**config.mk**
```make
export PLATFORM = sky130hd
export DESIGN_NAME = inertial_interface
export DESIGN_NICKNAME = d
export VERILOG_FILES = /design/src/rtl/inertial_interface.sv
export SDC_FILE = /design/constraint.sdc
export NUM_CORES = 1
export LEC_CHECK = 0
export CORE_MARGIN = 2
export CORE_UTILIZATION = 60
export DETAILED_ROUTE_END_ITERATION = 6
export PLACE_DENSITY = 0.82
export SYNTH_ARGS = -nofsm -noshare
export SYNTH_HDL_FRONTEND = slang
export SYNTH_SLANG_ARGS = --single-unit
```
**constraint.sdc**
```tcl
create_clock -name clk -period 4.4 [get_ports clk]
set_input_delay 0.66 -clock clk [delete_from_list [all_inputs] [get_ports clk]]
set_output_delay 0.66 -clock clk [all_outputs]
set_load 0.05 [all_outputs]
```
**src/rtl/inertial_interface.sv**
```systemverilog
// SPI master (mode 3, 16-bit frames) and sequencer for the 6-axis inertial sensor.
// Initializes the sensor, then reads pitch rate and Z acceleration on each data-ready.
module inertial_interface #(
   parameter int INIT_WAIT  = 65536,
   parameter int SCLK_DIV_W = 4
) (
   input  logic        clk,
   input  logic        rst_n,
   input  logic        INT,
   input  logic        MISO,
   output logic        SS_n,
   output logic        SCLK,
   output logic        MOSI,
   output logic        vld,
   output logic [15:0] ptch_rt,
   output logic [15:0] AZ
);

   localparam int WAIT_W = (INIT_WAIT > 1) ? $clog2(INIT_WAIT) : 1;
   localparam logic [SCLK_DIV_W-1:0] DIV_ONES = {SCLK_DIV_W{1'b1}};
   localparam logic [SCLK_DIV_W-1:0] DIV_LOAD = {1'b1, 1'b0, {(SCLK_DIV_W-2){1'b1}}};
   localparam logic [SCLK_DIV_W-1:0] DIV_RISE = {1'b0, {(SCLK_DIV_W-1){1'b1}}};

   typedef enum logic [3:0] {
      WAIT_PWR, INIT1, INIT2, INIT3, INIT4, IDLE, RD_PL, RD_PH, RD_AL, RD_AH
   } state_t;

   state_t                  state_reg, state_next;
   logic [WAIT_W-1:0]       pwr_cnt_reg, pwr_cnt_next;
   logic                    int_meta_reg, int_sync_reg;
   logic                    ss_n_reg, done_reg, sent_reg;
   logic [SCLK_DIV_W-1:0]   div_reg;
   logic [4:0]              rise_cnt_reg;
   logic [15:0]             tx_reg;
   logic [7:0]              rx_reg;
   logic [7:0]              pl_reg, ph_reg, al_reg;
   logic [15:0]             ptch_reg, az_reg;
   logic                    vld_reg;
   logic                    xfer, spi_start;
   logic [15:0]             cmd;

   always_ff @(posedge clk or negedge rst_n) begin
      if (!rst_n) begin
         int_meta_reg <= 1'b0;
         int_sync_reg <= 1'b0;
      end else begin
         int_meta_reg <= INT;
         int_sync_reg <= int_meta_reg;
      end
   end

   // SPI engine: divider MSB is SCLK; rise at DIV_RISE->next, fall at all-ones->0.
   always_ff @(posedge clk or negedge rst_n) begin
      if (!rst_n) begin
         ss_n_reg     <= 1'b1;
         done_reg     <= 1'b0;
         div_reg      <= DIV_ONES;
         rise_cnt_reg <= 5'd0;
         tx_reg       <= 16'h0000;
         rx_reg       <= 8'h00;
      end else begin
         done_reg <= 1'b0;
         if (ss_n_reg) begin
            div_reg <= DIV_ONES;
            if (spi_start) begin
               ss_n_reg     <= 1'b0;
               div_reg      <= DIV_LOAD;
               tx_reg       <= cmd;
               rise_cnt_reg <= 5'd0;
            end
         end else if (div_reg == DIV_ONES && rise_cnt_reg == 5'd16) begin
            ss_n_reg <= 1'b1;
            done_reg <= 1'b1;
         end else begin
            div_reg <= div_reg + {{(SCLK_DIV_W-1){1'b0}}, 1'b1};
            if (div_reg == DIV_RISE) begin
               rx_reg       <= {rx_reg[6:0], MISO};
               rise_cnt_reg <= rise_cnt_reg + 5'd1;
            end
            // Bit 15 is already on MOSI at SS_n fall, so the first fall does not shift.
            if (div_reg == DIV_ONES && rise_cnt_reg != 5'd0)
               tx_reg <= {tx_reg[14:0], 1'b0};
         end
      end
   end

   always_ff @(posedge clk or negedge rst_n) begin
      if (!rst_n) begin
         state_reg   <= WAIT_PWR;
         pwr_cnt_reg <= '0;
         sent_reg    <= 1'b0;
      end else begin
         state_reg   <= state_next;
         pwr_cnt_reg <= pwr_cnt_next;
         if (done_reg)
            sent_reg <= 1'b0;
         else if (spi_start)
            sent_reg <= 1'b1;
      end
   end

   always_comb begin
      state_next   = state_reg;
      pwr_cnt_next = pwr_cnt_reg;
      cmd          = 16'h0000;
      xfer         = 1'b0;
      case (state_reg)
         WAIT_PWR: begin
            if (pwr_cnt_reg == WAIT_W'(INIT_WAIT - 1))
               state_next = INIT1;
            else
               pwr_cnt_next = pwr_cnt_reg + WAIT_W'(1);
         end
         INIT1: begin xfer = 1'b1; cmd = 16'h0D02; if (done_reg) state_next = INIT2; end
         INIT2: begin xfer = 1'b1; cmd = 16'h1053; if (done_reg) state_next = INIT3; end
         INIT3: begin xfer = 1'b1; cmd = 16'h1150; if (done_reg) state_next = INIT4; end
         INIT4: begin xfer = 1'b1; cmd = 16'h1460; if (done_reg) state_next = IDLE;  end
         IDLE:  if (int_sync_reg) state_next = RD_PL;
         RD_PL: begin xfer = 1'b1; cmd = 16'hA200; if (done_reg) state_next = RD_PH; end
         RD_PH: begin xfer = 1'b1; cmd = 16'hA300; if (done_reg) state_next = RD_AL; end
         RD_AL: begin xfer = 1'b1; cmd = 16'hAC00; if (done_reg) state_next = RD_AH; end
         RD_AH: begin xfer = 1'b1; cmd = 16'hAD00; if (done_reg) state_next = IDLE;  end
         default: state_next = WAIT_PWR;
      endcase
   end

   assign spi_start = xfer & ~sent_reg & ss_n_reg;

   // Low bytes are staged so both words become visible together with vld.
   always_ff @(posedge clk or negedge rst_n) begin
      if (!rst_n) begin
         pl_reg   <= 8'h00;
         ph_reg   <= 8'h00;
         al_reg   <= 8'h00;
         ptch_reg <= 16'h0000;
         az_reg   <= 16'h0000;
         vld_reg  <= 1'b0;
      end else begin
         vld_reg <= 1'b0;
         if (done_reg) begin
            case (state_reg)
               RD_PL: pl_reg <= rx_reg;
               RD_PH: ph_reg <= rx_reg;
               RD_AL: al_reg <= rx_reg;
               RD_AH: begin
                  ptch_reg <= {ph_reg, pl_reg};
                  az_reg   <= {rx_reg, al_reg};
                  vld_reg  <= 1'b1;
               end
               default: ;
            endcase
         end
      end
   end

   assign SS_n    = ss_n_reg;
   assign SCLK    = ss_n_reg | div_reg[SCLK_DIV_W-1];
   assign MOSI    = ~ss_n_reg & tx_reg[15];
   assign vld     = vld_reg;
   assign ptch_rt = ptch_reg;
   assign AZ      = az_reg;

endmodule

```
==> flow_summary.ini <==
[pwr]
ir_drop_uv = 267.9
p_sw_share_pct = 22.05
p_seq_share_pct = 44.3
p_leak_nw = 2.965
p_sw_uw = 529.8
powerDensity_nw_per_um2 = 401.4
power_frac_comb_pct = 1.0
p_total_mw = 2.402
clock_power_share_pct = 54.7
internal_power_mw = 1.873

[drt]
ant_nets = 0
avgViaCountPerCell = 5.576
vias = 3474
wirelength_mm = 10.10
first_iter_violations = 199
drc = 0
wl_per_cell_um = 16.21
dr.pass1.iters = 5

[clock_tree]
hold_buffers = 0
clk_path_buf_depth = 2
cts.clk_slew.worst_paths_ns = 0.06
cts-htree-levels = 4
cts_inserted_buffers = 17
clkSinkCount = 115
post-cts-setup-buffer-count = 0
cts_tree = yes
insertion_delay_ns = 0.51
cts.repair.resized = 0
cts_root_buf = clkbuf_8

[critical_path]
arrival_ns = 2.49
path_buf_inv = 2
end_kind = output port
path_cells = nor2_1 > inv_1 > clkdlybuf4s50_1
path_max_fanout = 39
cp.required_ns = 3.74
path_delay_family = flip-flops
crit_type = reg2out
cp_slowest_stage_delay_ns = 0.94
slowest_stage = dfstp_2
critPathLaunchType = register

[grt]
grt_pass1_wl_mm = 16.88
grt-ovfl-total = 0
globalRouteTotalUtil_pct = 24.57
met3_usage_pct = 6.245
grt_max_degree = 47
use_met2_pct = 40.48
grt_pass1_vias = 3606
antenna_found_initial = 0
grt.busiest_layer = met2
grt.met1_usage_pct = 31.82

[place]
dp_hpwl_mm = 6.143
io_buffers = 39
gp_congestion = 0.8028
dp_cells = 591
placed_area_um2 = 5414
pre_cts_slack_ns = 1.797

[yosys]
ys_warn_count = 0
synthesis.area_um2 = 4972
postSynthAreaPerCell_um2 = 10.76
netlist-cell-type-count = 51
synth_ff_type = dfrtp_1
async_reset_ff_share_pct = 100.0
yosysSeqAreaShare_pct = 58.00
syn_inst = 462
synth_nets = 470
ys_ff_latch = 115
synth_edf_count = 0

[layout]
drive_gt1_share_pct = 16.99
syn_to_final_growth_pct = 20.38
num-nets-final = 513
utilization_pct = 73.59
layout.cells.non_filler = 623
stdcell_area_um2 = 5986
fillers = 537
n_antenna_cell = 0

[timing]
fin_crit_ns = 3.146
fmax_mhz = 317.9
timing.final.ws_setup_ns = 1.254
drv_slew = 0
finalHoldViolCount = 0
slew_headroom_pct = 34.52
worst_pin_slew_ns = 0.9812
timing.final.crit_share_pct = 71.50
timing.hold.ws_ns = 0.06014
setup_viol = 0
rsz0062_at_grt = false
skew_ns = 0.009962
fin_setup_tns_ns = 0

[die]
rows = 33
die_h_um = 95.04
die_w_um = 95.04
core_area_um2 = 8134
io_pins = 40
start_util_pct = 61.13
die_area_um2 = 9032

[flow_run]
drv_cap = 0

[status]
status = finished, final reports clean

[hold_path]
min_path_type = in2async
## power groups by stage
stage / combinational (mW) / sequential [mW] / clock (mW)
floorplan: 0.00113 / 1.08 / 0
global placement: 0.0252 / 1.08 / 0
detailed placement: 0.0261 / 1.08 / 0
CTS: 0.0265 / 1.06 / 1.33
global route: 0.0297 / 1.06 / 1.37
finish: 0.0249 / 1.06 / 1.31
## layer usage
metal  share of wire (%)  vias to the layer above
met2                  51                       89
met4                 1.7                        0
met3                 3.8                       19
met5                   0                        -
met1                  43                     1735
li1                    -                     1631
## logic make-up (layout without fill, tap and decap cells)
kind of cell | count (synthesis) | count (layout) | synth area share, %
AOI/OAI and AO/OA | 34 | 34 | 4.781
xor gates and xnor gates | 20 | 20 | 3.674
adders and majority gates | 4 | 4 | 1.007
buffers and inverters | 35 | 91 | 3.296
DFF | 115 | 115 | 58.00
muxes | 43 | 43 | 9.864
and+or+nand+nor | 211 | 211 | 19.38
## path summary, 6_finish.rpt
check / startpoint / endpoint / slack (ns) / cells after the start
min in group clk: int_meta_reg / int_sync_reg / 0.35 / 0
setup / recovery: SS_n / SCLK / 1.25 / 3
hold reg to reg: int_meta_reg / int_sync_reg / 0.35 / 0
max in group asynchronous: rst_n / done_reg / 3.43 / 2
hold / removal: rst_n / pwr_cnt_reg[13] / 0.06 / 1
setup reg to reg: state_reg[2] / pl_reg[1] / 2.00 / 4
## cell usage after synthesis (2+ instances only)
library cell	number	area share, %
mux2i_1	7	1.4
o22ai_1	2	0.25
nor2_1	18	1.4
nand4_1	7	0.88
clkbuf_1	8	0.60
nand3b_1	3	0.45
nand4b_1	2	0.35
nand2_1	136	10
o21ai_0	11	1.1
dfrtp_1	110	55
nor3_1	4	0.40
ha_1	4	1.0
and3_1	5	0.63
xnor2_1	14	2.5
buf_6	4	0.91
a21oi_1	5	0.50
mux2_2	32	7.2
nand3_1	12	1.2
buf_2	2	0.20
nor2b_1	4	0.50
nor3b_1	2	0.30
buf_1	4	0.30
and4_1	2	0.35
or4_4	2	0.45
or3_1	2	0.25
inv_1	17	1.3
a211o_1	3	0.53
mux2_4	4	1.2
o31ai_1	3	0.45
and3b_1	2	0.35
nor4_1	2	0.25
nand2b_1	2	0.25
dfstp_2	5	2.6
xor2_1	5	0.88
## area by class of cell
class	instances	area [um2]	share of cell area (%)
well taps	105	131.4	2.195
multi-input cells	312	1924	32.15
flip-flops and latches	115	2884	48.18
repair buffers	42	410.4	6.856
clock buffers	17	414.1	6.919
inverters	17	63.81	1.066
clock inverters	15	157.7	2.634
## cell usage in the layout, fill, tap and decap left out, types with 4 or more instances in the layout
cell type | synthesis | layout
clkbuf_16 | 0 | 16
nand4_1 | 7 | 7
ha_1 | 4 | 4
dfstp_2 | 5 | 5
nor3_1 | 4 | 4
o21ai_0 | 11 | 11
buf_4 | 0 | 4
nand2_1 | 136 | 136
clkdlybuf4s50_1 | 0 | 38
xor2_1 | 5 | 5
clkinvlp_4 | 0 | 4
dfrtp_1 | 110 | 110
and3_1 | 5 | 5
xnor2_1 | 14 | 14
nor2b_1 | 4 | 4
a21oi_1 | 5 | 5
nor2_1 | 18 | 18
mux2i_1 | 7 | 7
mux2_4 | 4 | 4
nand3_1 | 12 | 12
mux2_2 | 32 | 32
inv_1 | 17 | 17
(Power assumes the default switching activity.)
